File: src/rtl/mii_net_tx_fcs.sv
`timescale 1ns/1ps
// -----------------------------------------------------------------------------
// mii_net_crc32
//   Byte-wide IEEE 802.3 CRC32 accumulator (reflected, poly 0xEDB88320).
//   i_init reseeds to 0xFFFFFFFF; when i_calc && i_d_valid the byte is folded
//   in on the same edge, so an init and the first byte may share a cycle.
// Ports:
//   i_clk, i_reset        clock, async active-high reset
//   i_init                reseed the accumulator
//   i_calc, i_d_valid     fold i_data into the accumulator
//   i_data [7:0]          byte to fold
//   o_crc  [31:0]         raw accumulator (FCS is its complement)
// -----------------------------------------------------------------------------
module mii_net_crc32 (
  input  logic        i_clk,
  input  logic        i_reset,
  input  logic        i_init,
  input  logic        i_calc,
  input  logic        i_d_valid,
  input  logic [7:0]  i_data,
  output logic [31:0] o_crc
);
  logic [31:0] crc_q;
  logic [31:0] crc_d;
  logic [31:0] seed;

  always_comb begin
    seed  = i_init ? 32'hFFFF_FFFF : crc_q;
    crc_d = seed;
    if (i_calc && i_d_valid) begin
      crc_d = seed ^ {24'd0, i_data};
      for (int b = 0; b < 8; b++) begin
        crc_d = crc_d[0] ? ((crc_d >> 1) ^ 32'hEDB8_8320) : (crc_d >> 1);
      end
    end
  end

  always_ff @(posedge i_clk or posedge i_reset) begin
    if (i_reset) crc_q <= 32'hFFFF_FFFF;
    else         crc_q <= crc_d;
  end

  assign o_crc = crc_q;
endmodule

// -----------------------------------------------------------------------------
// mii_net_tx_fcs
//   Transmit framer: passes upstream frame bytes through a single registered
//   output stage, zero-pads short frames up to MIN_FRAME bytes, appends the
//   4-byte FCS (LSB first) and then holds off for IFG_CYCLES idle cycles.
// Ports:
//   i_clk, i_reset              clock, async active-high reset
//   i_data/i_valid/i_last       upstream byte stream, o_ready back-pressure
//   o_data/o_valid/o_last       downstream byte stream, i_ready back-pressure
//   o_busy                      FSM not in IDLE
//   o_done                      one-cycle pulse in the final IFG cycle
//   o_dbg_state [2:0]           current FSM state encoding
//
// Handshake: a byte moves on an edge where its valid and the receiver's ready
// are both high. Upstream o_ready is combinational from registered state and
// i_ready; downstream o_data/o_valid/o_last are registered and held unchanged
// while o_valid && !i_ready.
// -----------------------------------------------------------------------------
module mii_net_tx_fcs #(
  parameter int MIN_FRAME  = 60,
  parameter int IFG_CYCLES = 12
) (
  input  logic       i_clk,
  input  logic       i_reset,
  input  logic [7:0] i_data,
  input  logic       i_valid,
  input  logic       i_last,
  output logic       o_ready,
  output logic [7:0] o_data,
  output logic       o_valid,
  output logic       o_last,
  input  logic       i_ready,
  output logic       o_busy,
  output logic       o_done,
  output logic [2:0] o_dbg_state
);
  typedef enum logic [2:0] {
    S_IDLE = 3'd0,
    S_DATA = 3'd1,
    S_PAD  = 3'd2,
    S_FCS  = 3'd3,
    S_IFG  = 3'd4
  } state_e;

  localparam logic [11:0] MIN_F      = 12'(MIN_FRAME);
  localparam int          IFG_W      = (IFG_CYCLES > 1) ? $clog2(IFG_CYCLES) : 1;
  localparam int          IFG_LAST_I = (IFG_CYCLES > 0) ? IFG_CYCLES - 1 : 0;
  localparam logic [IFG_W-1:0] IFG_LAST = IFG_W'(IFG_LAST_I);
  localparam logic        IFG_SHORT  = (IFG_CYCLES <= 1);

  state_e           state_q;
  logic [10:0]      cnt_q;
  logic [2:0]       fcs_cnt_q;
  logic [IFG_W-1:0] ifg_cnt_q;
  logic [7:0]       o_data_q;
  logic             o_valid_q;
  logic             o_last_q;
  logic             o_done_q;

  logic        slot_free;
  logic        accept;
  logic        pad_load;
  logic        crc_init;
  logic        crc_calc;
  logic [7:0]  crc_in;
  logic [10:0] cnt_base;
  logic [10:0] cnt_plus;
  logic [31:0] crc_q;
  logic [31:0] fcs_val;
  logic [7:0]  fcs_byte;

  assign slot_free = !o_valid_q || i_ready;
  assign o_ready   = !i_reset && slot_free && (state_q == S_IDLE || state_q == S_DATA);
  assign accept    = i_valid && o_ready;
  assign pad_load  = (state_q == S_PAD) && slot_free;

  // CRC follows exactly the bytes written into the output register.
  assign crc_init = accept && (state_q == S_IDLE);
  assign crc_calc = accept || pad_load;
  assign crc_in   = accept ? i_data : 8'h00;

  // A new frame counts from zero regardless of what cnt_q holds in IDLE.
  assign cnt_base = (state_q == S_IDLE) ? 11'd0 : cnt_q;
  assign cnt_plus = (cnt_base == 11'h7FF) ? cnt_base : cnt_base + 11'd1;

  assign fcs_val = ~crc_q;
  always_comb begin
    fcs_byte = fcs_val[7:0];
    case (fcs_cnt_q[1:0])
      2'd0:    fcs_byte = fcs_val[7:0];
      2'd1:    fcs_byte = fcs_val[15:8];
      2'd2:    fcs_byte = fcs_val[23:16];
      default: fcs_byte = fcs_val[31:24];
    endcase
  end

  mii_net_crc32 u_crc (
    .i_clk     (i_clk),
    .i_reset   (i_reset),
    .i_init    (crc_init),
    .i_calc    (crc_calc),
    .i_d_valid (crc_calc),
    .i_data    (crc_in),
    .o_crc     (crc_q)
  );

  always_ff @(posedge i_clk or posedge i_reset) begin
    if (i_reset) begin
      state_q   <= S_IDLE;
      cnt_q     <= 11'd0;
      fcs_cnt_q <= 3'd0;
      ifg_cnt_q <= '0;
      o_data_q  <= 8'h00;
      o_valid_q <= 1'b0;
      o_last_q  <= 1'b0;
      o_done_q  <= 1'b0;
    end else begin
      o_done_q <= 1'b0;
      // A free slot empties the register unless a state below reloads it.
      if (slot_free) begin
        o_valid_q <= 1'b0;
        o_last_q  <= 1'b0;
      end
      case (state_q)
        S_IDLE, S_DATA: begin
          if (accept) begin
            o_data_q  <= i_data;
            o_valid_q <= 1'b1;
            cnt_q     <= cnt_plus;
            fcs_cnt_q <= 3'd0;
            if (i_last) state_q <= ({1'b0, cnt_plus} < MIN_F) ? S_PAD : S_FCS;
            else        state_q <= S_DATA;
          end
        end
        S_PAD: begin
          if (slot_free) begin
            o_data_q  <= 8'h00;
            o_valid_q <= 1'b1;
            cnt_q     <= cnt_plus;
            if ({1'b0, cnt_plus} >= MIN_F) state_q <= S_FCS;
          end
        end
        S_FCS: begin
          // Leave only once the fourth byte has actually been taken.
          if (o_valid_q && o_last_q && i_ready) begin
            state_q   <= S_IFG;
            ifg_cnt_q <= '0;
            o_done_q  <= IFG_SHORT;
          end else if (slot_free && fcs_cnt_q != 3'd4) begin
            o_data_q  <= fcs_byte;
            o_valid_q <= 1'b1;
            o_last_q  <= (fcs_cnt_q == 3'd3);
            fcs_cnt_q <= fcs_cnt_q + 3'd1;
          end
        end
        S_IFG: begin
          // o_done is raised during the last IFG cycle, so it is visible
          // exactly once before o_ready returns.
          if (IFG_SHORT || ifg_cnt_q == IFG_LAST) begin
            state_q   <= S_IDLE;
            cnt_q     <= 11'd0;
            fcs_cnt_q <= 3'd0;
            ifg_cnt_q <= '0;
          end else begin
            ifg_cnt_q <= ifg_cnt_q + IFG_W'(1);
            o_done_q  <= ((ifg_cnt_q + IFG_W'(1)) == IFG_LAST);
          end
        end
        default: state_q <= S_IDLE;
      endcase
    end
  end

  assign o_data      = o_data_q;
  assign o_valid     = o_valid_q;
  assign o_last      = o_last_q;
  assign o_done      = o_done_q;
  assign o_busy      = (state_q != S_IDLE);
  assign o_dbg_state = state_q;
endmodule

File: config.mk
export PLATFORM = sky130hd
export DESIGN_NAME = mii_net_tx_fcs
export DESIGN_NICKNAME = d
export VERILOG_FILES = /design/src/rtl/mii_net_tx_fcs.sv
export SDC_FILE = /design/constraint.sdc
export NUM_CORES = 1
export LEC_CHECK = 0
export BUFFER_PORTS_ARGS = -buffer_cell sky130_fd_sc_hd__buf_2
export CAP_MARGIN = 20
export CORE_UTILIZATION = 59
export CTS_CLUSTER_DIAMETER = 50
export DETAILED_ROUTE_END_ITERATION = 10
export MAX_ROUTING_LAYER = met4
export PLACE_DENSITY = 0.84
export SETUP_SLACK_MARGIN = 0.1
export SLEW_MARGIN = 15
export SYNTH_ARGS = -nofsm -noshare
export SYNTH_HDL_FRONTEND = slang
export SYNTH_HIERARCHICAL = 1
export SYNTH_SLANG_ARGS = --single-unit
File: constraint.sdc
create_clock -name i_clk -period 4.05 [get_ports i_clk]
set_clock_uncertainty 0.15 [all_clocks]
set_input_delay 0 -clock i_clk [delete_from_list [all_inputs] [get_ports i_clk]]
set_output_delay 0 -clock i_clk [all_outputs]
set_load 0.02 [all_outputs]
# After elaboration in Yosys (flattened, before gate mapping)
# Cells that the tools add are included.
# Widths: inputs -> output; s select.
[word_totals]
inputBits = 13
output_inout_bits = 16
wordCells = 118
register_bits = 64
[classes]
magnitude_cmp = 2
n_mux = 50
bitwise_logic = 10
add_sub_neg = 3
n_eq_ne = 18
n_reduce_logical = 26
[op_table]
columns = ["operator", "count"]
rows = [
  ["$mux 32", 10],
  ["$not 13->14", 8],
  ["$mux 11", 5],
  ["$pmux 8 s3", 2],
  ["$mux 8", 5],
  ["$pmux 11 s3", 1],
  ["$not 32->32", 1],
  ["$xor 32x8->32", 1],
  ["$mux 3", 8],
  ["$reduce_and 5->1", 3],
  ["$mux 1", 12],
  ["$ne 2x2->1 const B", 6],
  ["$pmux 3 s4", 1],
  ["$reduce_bool 3->1", 4],
  ["$add 11x1->11 const B", 1],
  ["$eq 11x11->1 const B", 1],
  ["$ge 11x6->1 const B", 1],
  ["$lt 11x6->1 const B", 1],
  ["$eq 3x2->1 const B", 3],
  ["$pmux 3 s3", 1],
  ["$eq 4x4->1 const B", 2],
  ["$logic_and 1x1->1", 8],
  ["$mux 4", 2],
  ["$pmux 4 s2", 1],
  ["other kinds (18)", 21],
]

# Logic depth before layout (Yosys ltp)
[logic_depth]
word_depth = 25
depth_mapped = 13
ltp_nobuf = 11

# Modules after synthesis
# Netlist, hierarchy kept.
[modules_own_cells]
columns = ["module", "cells_per_inst", "area_each_um2", "n_inst"]
rows = [
  ["mii_net_crc32", 286, 2628.8, 1],
  ["mii_net_tx_fcs", 272, 2288.4, 1],
]

# Worst setup path before layout
# OpenSTA, ideal clock, no wires.
[synth_timing]
path_type = "reg-to-reg"
start = "register state_q[1] (netlist: o_dbg_state[1])"
end = "register state_q[0] (netlist: o_dbg_state[0])"
stages_incl_launch_ff = 13
setup_ps = 139
required_time_ps = 3761
setup_slack_ps = 850
path_buffers = 2
t_arrival_ps = 2912
path_cell_list = "dfrtp_1 -> buf_6 -> nor3_4 -> inv_2 -> buf_2 -> and2_1 -> ha_1 -> nand4_1 -> nor4_4 -> o31a_1 -> o21ai_2 -> a41oi_1 -> or4_1"
[synth_via]
elab_chain_len = 9
word_cells_on_any_way = 25
[synth_lines]
columns = ["item", "line", "rtl"]
rows = [
  ["start, declared", "96", "state_e state_q;"],
  ["start signal, assigned", "176", "if (i_last) state_q <= ({1'b0, cnt_plus} < MIN_F) ? S_PAD : S_FCS;"],
  ["$logic_not 3->1", "118, 128, 169", ""],
  ["$mux 11", "128", "assign cnt_base = (state_q == S_IDLE) ? 11'd0 : cnt_q;"],
  ["$add 11x1->11 or $eq 11x11->1 (tied branches)", "129", "assign cnt_plus = (cnt_base == 11'h7FF) ? cnt_base : cnt_base + 11'd1;"],
  ["$mux 11", "129", ""],
  ["$lt 11x6->1", "176", ""],
  ["$mux 1", "176", ""],
  ["$mux 2", "176", ""],
  ["$mux 3", "171", "if (accept) begin"],
  ["$pmux 3 s4", "169", "case (state_q)"],
]
# Parallel ways exist; a longest one is shown, timed or not. The select of a mux whose other input is x is not followed.
# A chain may end at the register's enable or synchronous reset.

# Final worst setup path
# Ends and elaborated chain as after synthesis.

==> flow_results.xml <==
<?xml version="1.0" encoding="UTF-8"?>
<metrics>
  <group name="clocking">
    <metric name="root_buffer" unit="">sky130_fd_sc_hd__clkbuf_8</metric>
    <metric name="ctsLongestPathBuffers" unit="">2</metric>
    <metric name="clock_insertion_delay_worst_skew" unit="ns">0.35</metric>
    <metric name="path_clk_slew" unit="ns">0.08</metric>
    <metric name="tritoncts" unit="">done</metric>
    <metric name="cts_repair_resize_count" unit="">0</metric>
    <metric name="clkSinkCount" unit="">64</metric>
    <metric name="clock_buffers_created_by_tritoncts" unit="">9</metric>
    <metric name="clock_tree.htree_level_count" unit="">3</metric>
  </group>
  <group name="critical_path">
    <metric name="critical_path.n_buffers_inverters" unit="">1</metric>
    <metric name="setup.worst_path.class" unit="">flop to flop</metric>
    <metric name="critPathCaptureType" unit="">flop</metric>
    <metric name="cpPeakStageDelay" unit="ns">0.63</metric>
    <metric name="reg2reg_setup_slack" unit="ns">0.64</metric>
    <metric name="critPathLaunchType" unit="">flop</metric>
    <metric name="regToRegStartpoint" unit="">o_dbg_state[1]</metric>
    <metric name="critical_path.top_delay_family" unit="">simple AND/OR/NAND/NOR gates</metric>
    <metric name="critical_path_peak_fanout" unit="">18</metric>
    <metric name="timing.critical_path.required" unit="ns">4.12</metric>
    <metric name="crit-reg2reg-capture" unit="">o_dbg_state[0]</metric>
    <metric name="timing.critical_path.arrival" unit="ns">3.48</metric>
    <metric name="critical_path_cell_sequence" unit="">nor3_4 &gt; inv_2 &gt; and2_1 &gt; ha_1 &gt; nand4_1 &gt; nor4_4 &gt; o31a_1 &gt; o21ai_2 &gt; a41oi_1 &gt; or4_1</metric>
    <metric name="worst-r2r-cell-count" unit="">10</metric>
    <metric name="cp_slowest_cell" unit="">sky130_fd_sc_hd__dfrtp_1</metric>
  </group>
  <group name="logic_synthesis">
    <metric name="synthTopCellsByArea" unit="">sky130_fd_sc_hd__dfstp_2 (17%), sky130_fd_sc_hd__dfrtp_1 (16%), sky130_fd_sc_hd__xnor2_1 (9.8%)</metric>
    <metric name="ys_async_sr_fraction" unit="%">100</metric>
    <metric name="seq_area_frac_synth" unit="%">33.4</metric>
    <metric name="synth_area_per_cell" unit="sq um">8.81</metric>
    <metric name="synth_top_cell_area_share" unit="%">17.1</metric>
    <metric name="synthFlopType" unit="">sky130_fd_sc_hd__dfstp_2</metric>
    <metric name="cell_count_after_synthesis" unit="">558</metric>
    <metric name="synth-seq-cells" unit="">64</metric>
    <metric name="synthesis.nets" unit="">579</metric>
    <metric name="synthDominantAreaCellType" unit="">sky130_fd_sc_hd__dfstp_2</metric>
    <metric name="synth_enable_flop_cells" unit="">0</metric>
    <metric name="number_of_unique_standard_cell_types_used_by_synthesis" unit="">74</metric>
    <metric name="netlist_area" unit="sq mm">0.00492</metric>
    <metric name="yosys_warnings" unit="">6</metric>
  </group>
  <group name="timing">
    <metric name="final.hold.worst_slack" unit="ns">0.208</metric>
    <metric name="tightest_slew" unit="ns">0.874</metric>
    <metric name="timing.final.setup_violations" unit="">0</metric>
    <metric name="grt_setup_unrepaired" unit="">no</metric>
    <metric name="finalMaxSlewViolations" unit="">0</metric>
    <metric name="post-route-min-period" unit="ns">3.41</metric>
    <metric name="totalNegativeSetupSlack" unit="ns">0</metric>
    <metric name="hold_violations" unit="">0</metric>
    <metric name="post-route-period-util" unit="%">84.2</metric>
    <metric name="fmax" unit="MHz">293</metric>
    <metric name="slew-limit-headroom" unit="%">41.4</metric>
  </group>
  <group name="global_route">
    <metric name="grt_max_degree" unit="">55</metric>
    <metric name="grt_util_all_layers" unit="%">30.6</metric>
    <metric name="first_pass_grt_wire_length" unit="um">20000</metric>
    <metric name="via_count_of_the_first_global_routing_pass" unit="">4045</metric>
    <metric name="grt_antenna_before_repair" unit="">0</metric>
    <metric name="grt.overflow.total" unit="">0</metric>
  </group>
  <group name="placement">
    <metric name="gp_congestion" unit="">0.916</metric>
    <metric name="dp_hpwl" unit="um">8570</metric>
    <metric name="numPlacedInstances" unit="">661</metric>
    <metric name="io_buffer_count" unit="">28</metric>
  </group>
  <group name="drt">
    <metric name="route.vias.total" unit="">4303</metric>
    <metric name="route.detailed.wl_per_inst" unit="um">18.0</metric>
    <metric name="detail_route.iter0.violations" unit="">393</metric>
    <metric name="antenna_violating_nets_post_route" unit="">0</metric>
    <metric name="route.final.wire_length" unit="um">12400</metric>
    <metric name="drt_pass1_iterations" unit="">6</metric>
    <metric name="drc_errors" unit="">0</metric>
    <metric name="vias_per_cell" unit="">6.25</metric>
  </group>
  <group name="floorplan">
    <metric name="fp.dieArea" unit="sq mm">0.00870</metric>
    <metric name="placeableCoreArea" unit="sq mm">0.00789</metric>
    <metric name="die_y" unit="um">93.3</metric>
    <metric name="ioPinCount" unit="">29</metric>
    <metric name="die_width" unit="um">93.3</metric>
    <metric name="initial_utilization" unit="%">62.3</metric>
    <metric name="placement_rows" unit="">32</metric>
  </group>
  <group name="power">
    <metric name="p_sw" unit="mW">2.47</metric>
    <metric name="powerDensity" unit="mW/mm^2">994</metric>
    <metric name="power.combinational.fraction" unit="%">62.5</metric>
    <metric name="switching_share" unit="%">45.8</metric>
    <metric name="flop_pwr_share" unit="%">25.8</metric>
    <metric name="static-leakage-power" unit="nW">2.16</metric>
    <metric name="internal_power" unit="mW">2.93</metric>
    <metric name="irDropWorstVdd" unit="mV">0.458</metric>
    <metric name="pwr-share-clk" unit="%">11.7</metric>
  </group>
  <group name="run">
    <metric name="max_cap_viol_count" unit="">0</metric>
  </group>
  <group name="final_layout">
    <metric name="net_total_in_the_final_layout" unit="">602</metric>
    <metric name="final_cell_count_no_fill" unit="">688</metric>
    <metric name="drive_gt1_share" unit="%">19.1</metric>
    <metric name="antenna_cells_inserted" unit="">0</metric>
    <metric name="syn2layout_area_growth" unit="%">10.3</metric>
  </group>
  <group name="outcome">
    <metric name="run_status" unit="">complete, no violations</metric>
  </group>
  <group name="min_path">
    <metric name="min_path_type" unit="">input port to asynchronous set/reset pin</metric>
  </group>
</metrics>
-- cell type report --
| type | count | area (sq um) |
|---|---|---|
| Clock buffer | 13 | 159 |
| Sequential cell | 64 | 1640 |
| Fill cell | 562 | 2460 |
| Multi-Input combinational cell | 443 | 3060 |
| Tap cell | 102 | 128 |
| Inverter | 16 | 60.1 |
| Timing Repair Buffer | 47 | 310 |
| Clock inverter | 3 | 65.1 |
-- metal layers --
metal	wire, um	global-route usage [%]	part of all wire, %
met1	5300	40.7	43
met2	5820	46.2	47
met3	1010	5.28	8.1
met4	286	13.2	2.3
met5	0	-	0
-- state kept, by name, indices dropped and copies added, names as in the netlist --
register	cells
u_crc/o_crc	32
cnt_q	11
o_data	8
ifg_cnt_q	4
fcs_cnt_q	3
o_dbg_state	3
o_done	1
o_last	1
o_valid	1
-- cell usage in the layout (no fill, tap or decap), types with 3 or more instances in the layout --
cell and instances:
sky130_fd_sc_hd__buf_4 8, sky130_fd_sc_hd__o2bb2ai_1 6, sky130_fd_sc_hd__a32o_1 3, sky130_fd_sc_hd__or3_1 3
sky130_fd_sc_hd__o21ai_0 40, sky130_fd_sc_hd__o21bai_1 3, sky130_fd_sc_hd__nand4_1 5, sky130_fd_sc_hd__nor2_2 3
sky130_fd_sc_hd__dlygate4sd3_1 11, sky130_fd_sc_hd__o31ai_1 8, sky130_fd_sc_hd__xnor2_2 9, sky130_fd_sc_hd__and2_1 10
sky130_fd_sc_hd__a211oi_1 4, sky130_fd_sc_hd__o21ai_1 4, sky130_fd_sc_hd__xnor3_1 5, sky130_fd_sc_hd__nand3_1 6
sky130_fd_sc_hd__nor3_1 19, sky130_fd_sc_hd__a31oi_1 6, sky130_fd_sc_hd__inv_1 15, sky130_fd_sc_hd__dfrtp_1 32
sky130_fd_sc_hd__ha_1 8, sky130_fd_sc_hd__a2bb2oi_1 7, sky130_fd_sc_hd__buf_2 28, sky130_fd_sc_hd__clkbuf_8 11
sky130_fd_sc_hd__o22ai_1 10, sky130_fd_sc_hd__nor2b_1 10, sky130_fd_sc_hd__xor2_1 15, sky130_fd_sc_hd__nand2_1 35
sky130_fd_sc_hd__dfstp_2 32, sky130_fd_sc_hd__and3_1 3, sky130_fd_sc_hd__xnor2_1 55, sky130_fd_sc_hd__nor2_1 70
sky130_fd_sc_hd__a221oi_1 3, sky130_fd_sc_hd__nand2b_1 5, sky130_fd_sc_hd__a21oi_1 42, sky130_fd_sc_hd__nor2_4 3
-- Yosys cell counts, drive strengths merged (2+ instances only) --
cell type	instances
a211oi	5
a21o	2
a21oi	42
a221oi	3
a22o	2
a2bb2oi	7
a31oi	6
a32o	3
and2	10
and3	3
buf	14
clkbuf	21
dfrtp	32
dfstp	32
ha	8
inv	16
mux2	2
mux2i	2
nand2	35
nand2b	6
nand3	7
nand4	6
nor2	76
nor2b	10
nor3	21
nor4	4
o21ai	45
o21bai	3
o22a	2
o22ai	10
o2bb2ai	6
o31ai	8
or3	3
xnor2	65
xnor3	5
xor2	18
-- worst register-to-register path, cell delays in order (launching register included) --
cell                      delay (ns)
sky130_fd_sc_hd__dfrtp_1        0.63
sky130_fd_sc_hd__nor3_4         0.42
sky130_fd_sc_hd__inv_2          0.20
sky130_fd_sc_hd__and2_1         0.21
sky130_fd_sc_hd__ha_1           0.25
sky130_fd_sc_hd__nand4_1        0.24
sky130_fd_sc_hd__nor4_4         0.09
sky130_fd_sc_hd__o31a_1         0.32
sky130_fd_sc_hd__o21ai_2        0.15
sky130_fd_sc_hd__a41oi_1        0.10
sky130_fd_sc_hd__or4_1          0.50
-- kinds of logic (layout without fill, tap and decap cells) --
logic type / after synthesis / in the layout / share of synthesized area, %
DFF: 64 / 64 / 33.4
buffers and inverters: 51 / 79 / 4.50
adders and majority gates: 8 / 8 / 2.04
AOI/OAI and AO/OA: 155 / 155 / 19.9
xor gates and xnor gates: 89 / 89 / 20.0
muxes: 4 / 4 / 0.865
and+or+nand+nor: 187 / 187 / 19.3
-- through the flow --
stage	instance area [sq um]	setup slack (ns)	power (mW)	utilization (%)
floorplan	4920	0.850	3.99	-
global placement	5090	0.797	4.54	64.5
detailed placement	5090	0.698	4.66	64.5
CTS	5430	0.667	5.32	68.8
global route	5430	0.404	5.72	68.8
finish	5430	0.640	5.39	68.8
-- worst max-delay path by stage --
stage	start	endpoint	slack [ns]	cells after the start
after floorplan	o_dbg_state[1]	o_dbg_state[0]	0.85	12
after global placement	o_dbg_state[1]	o_dbg_state[0]	0.80	10
after detailed placement	o_dbg_state[1]	o_dbg_state[0]	0.70	10
after CTS	o_dbg_state[1]	o_dbg_state[0]	0.67	10
after global routing	o_dbg_state[1]	o_dbg_state[0]	0.40	11
final	o_dbg_state[1]	o_dbg_state[0]	0.64	10
-- power groups by stage --
stage / logic (mW) / clock network (mW) / registers [mW]
global route: 3.62 / 0.666 / 1.43
detailed placement: 3.27 / 0 / 1.39
global placement: 3.17 / 0 / 1.36
floorplan: 2.70 / 0 / 1.30
CTS: 3.31 / 0.635 / 1.38
finish: 3.37 / 0.631 / 1.39
-- repair_timing --
item	in CTS	in global routing
hold buffers	11	0
hold endpoints to repair	75	0
setup endpoints to repair	0	0
setup buffers	0	0
No activity file was read; power rests on OpenSTA's default activity.
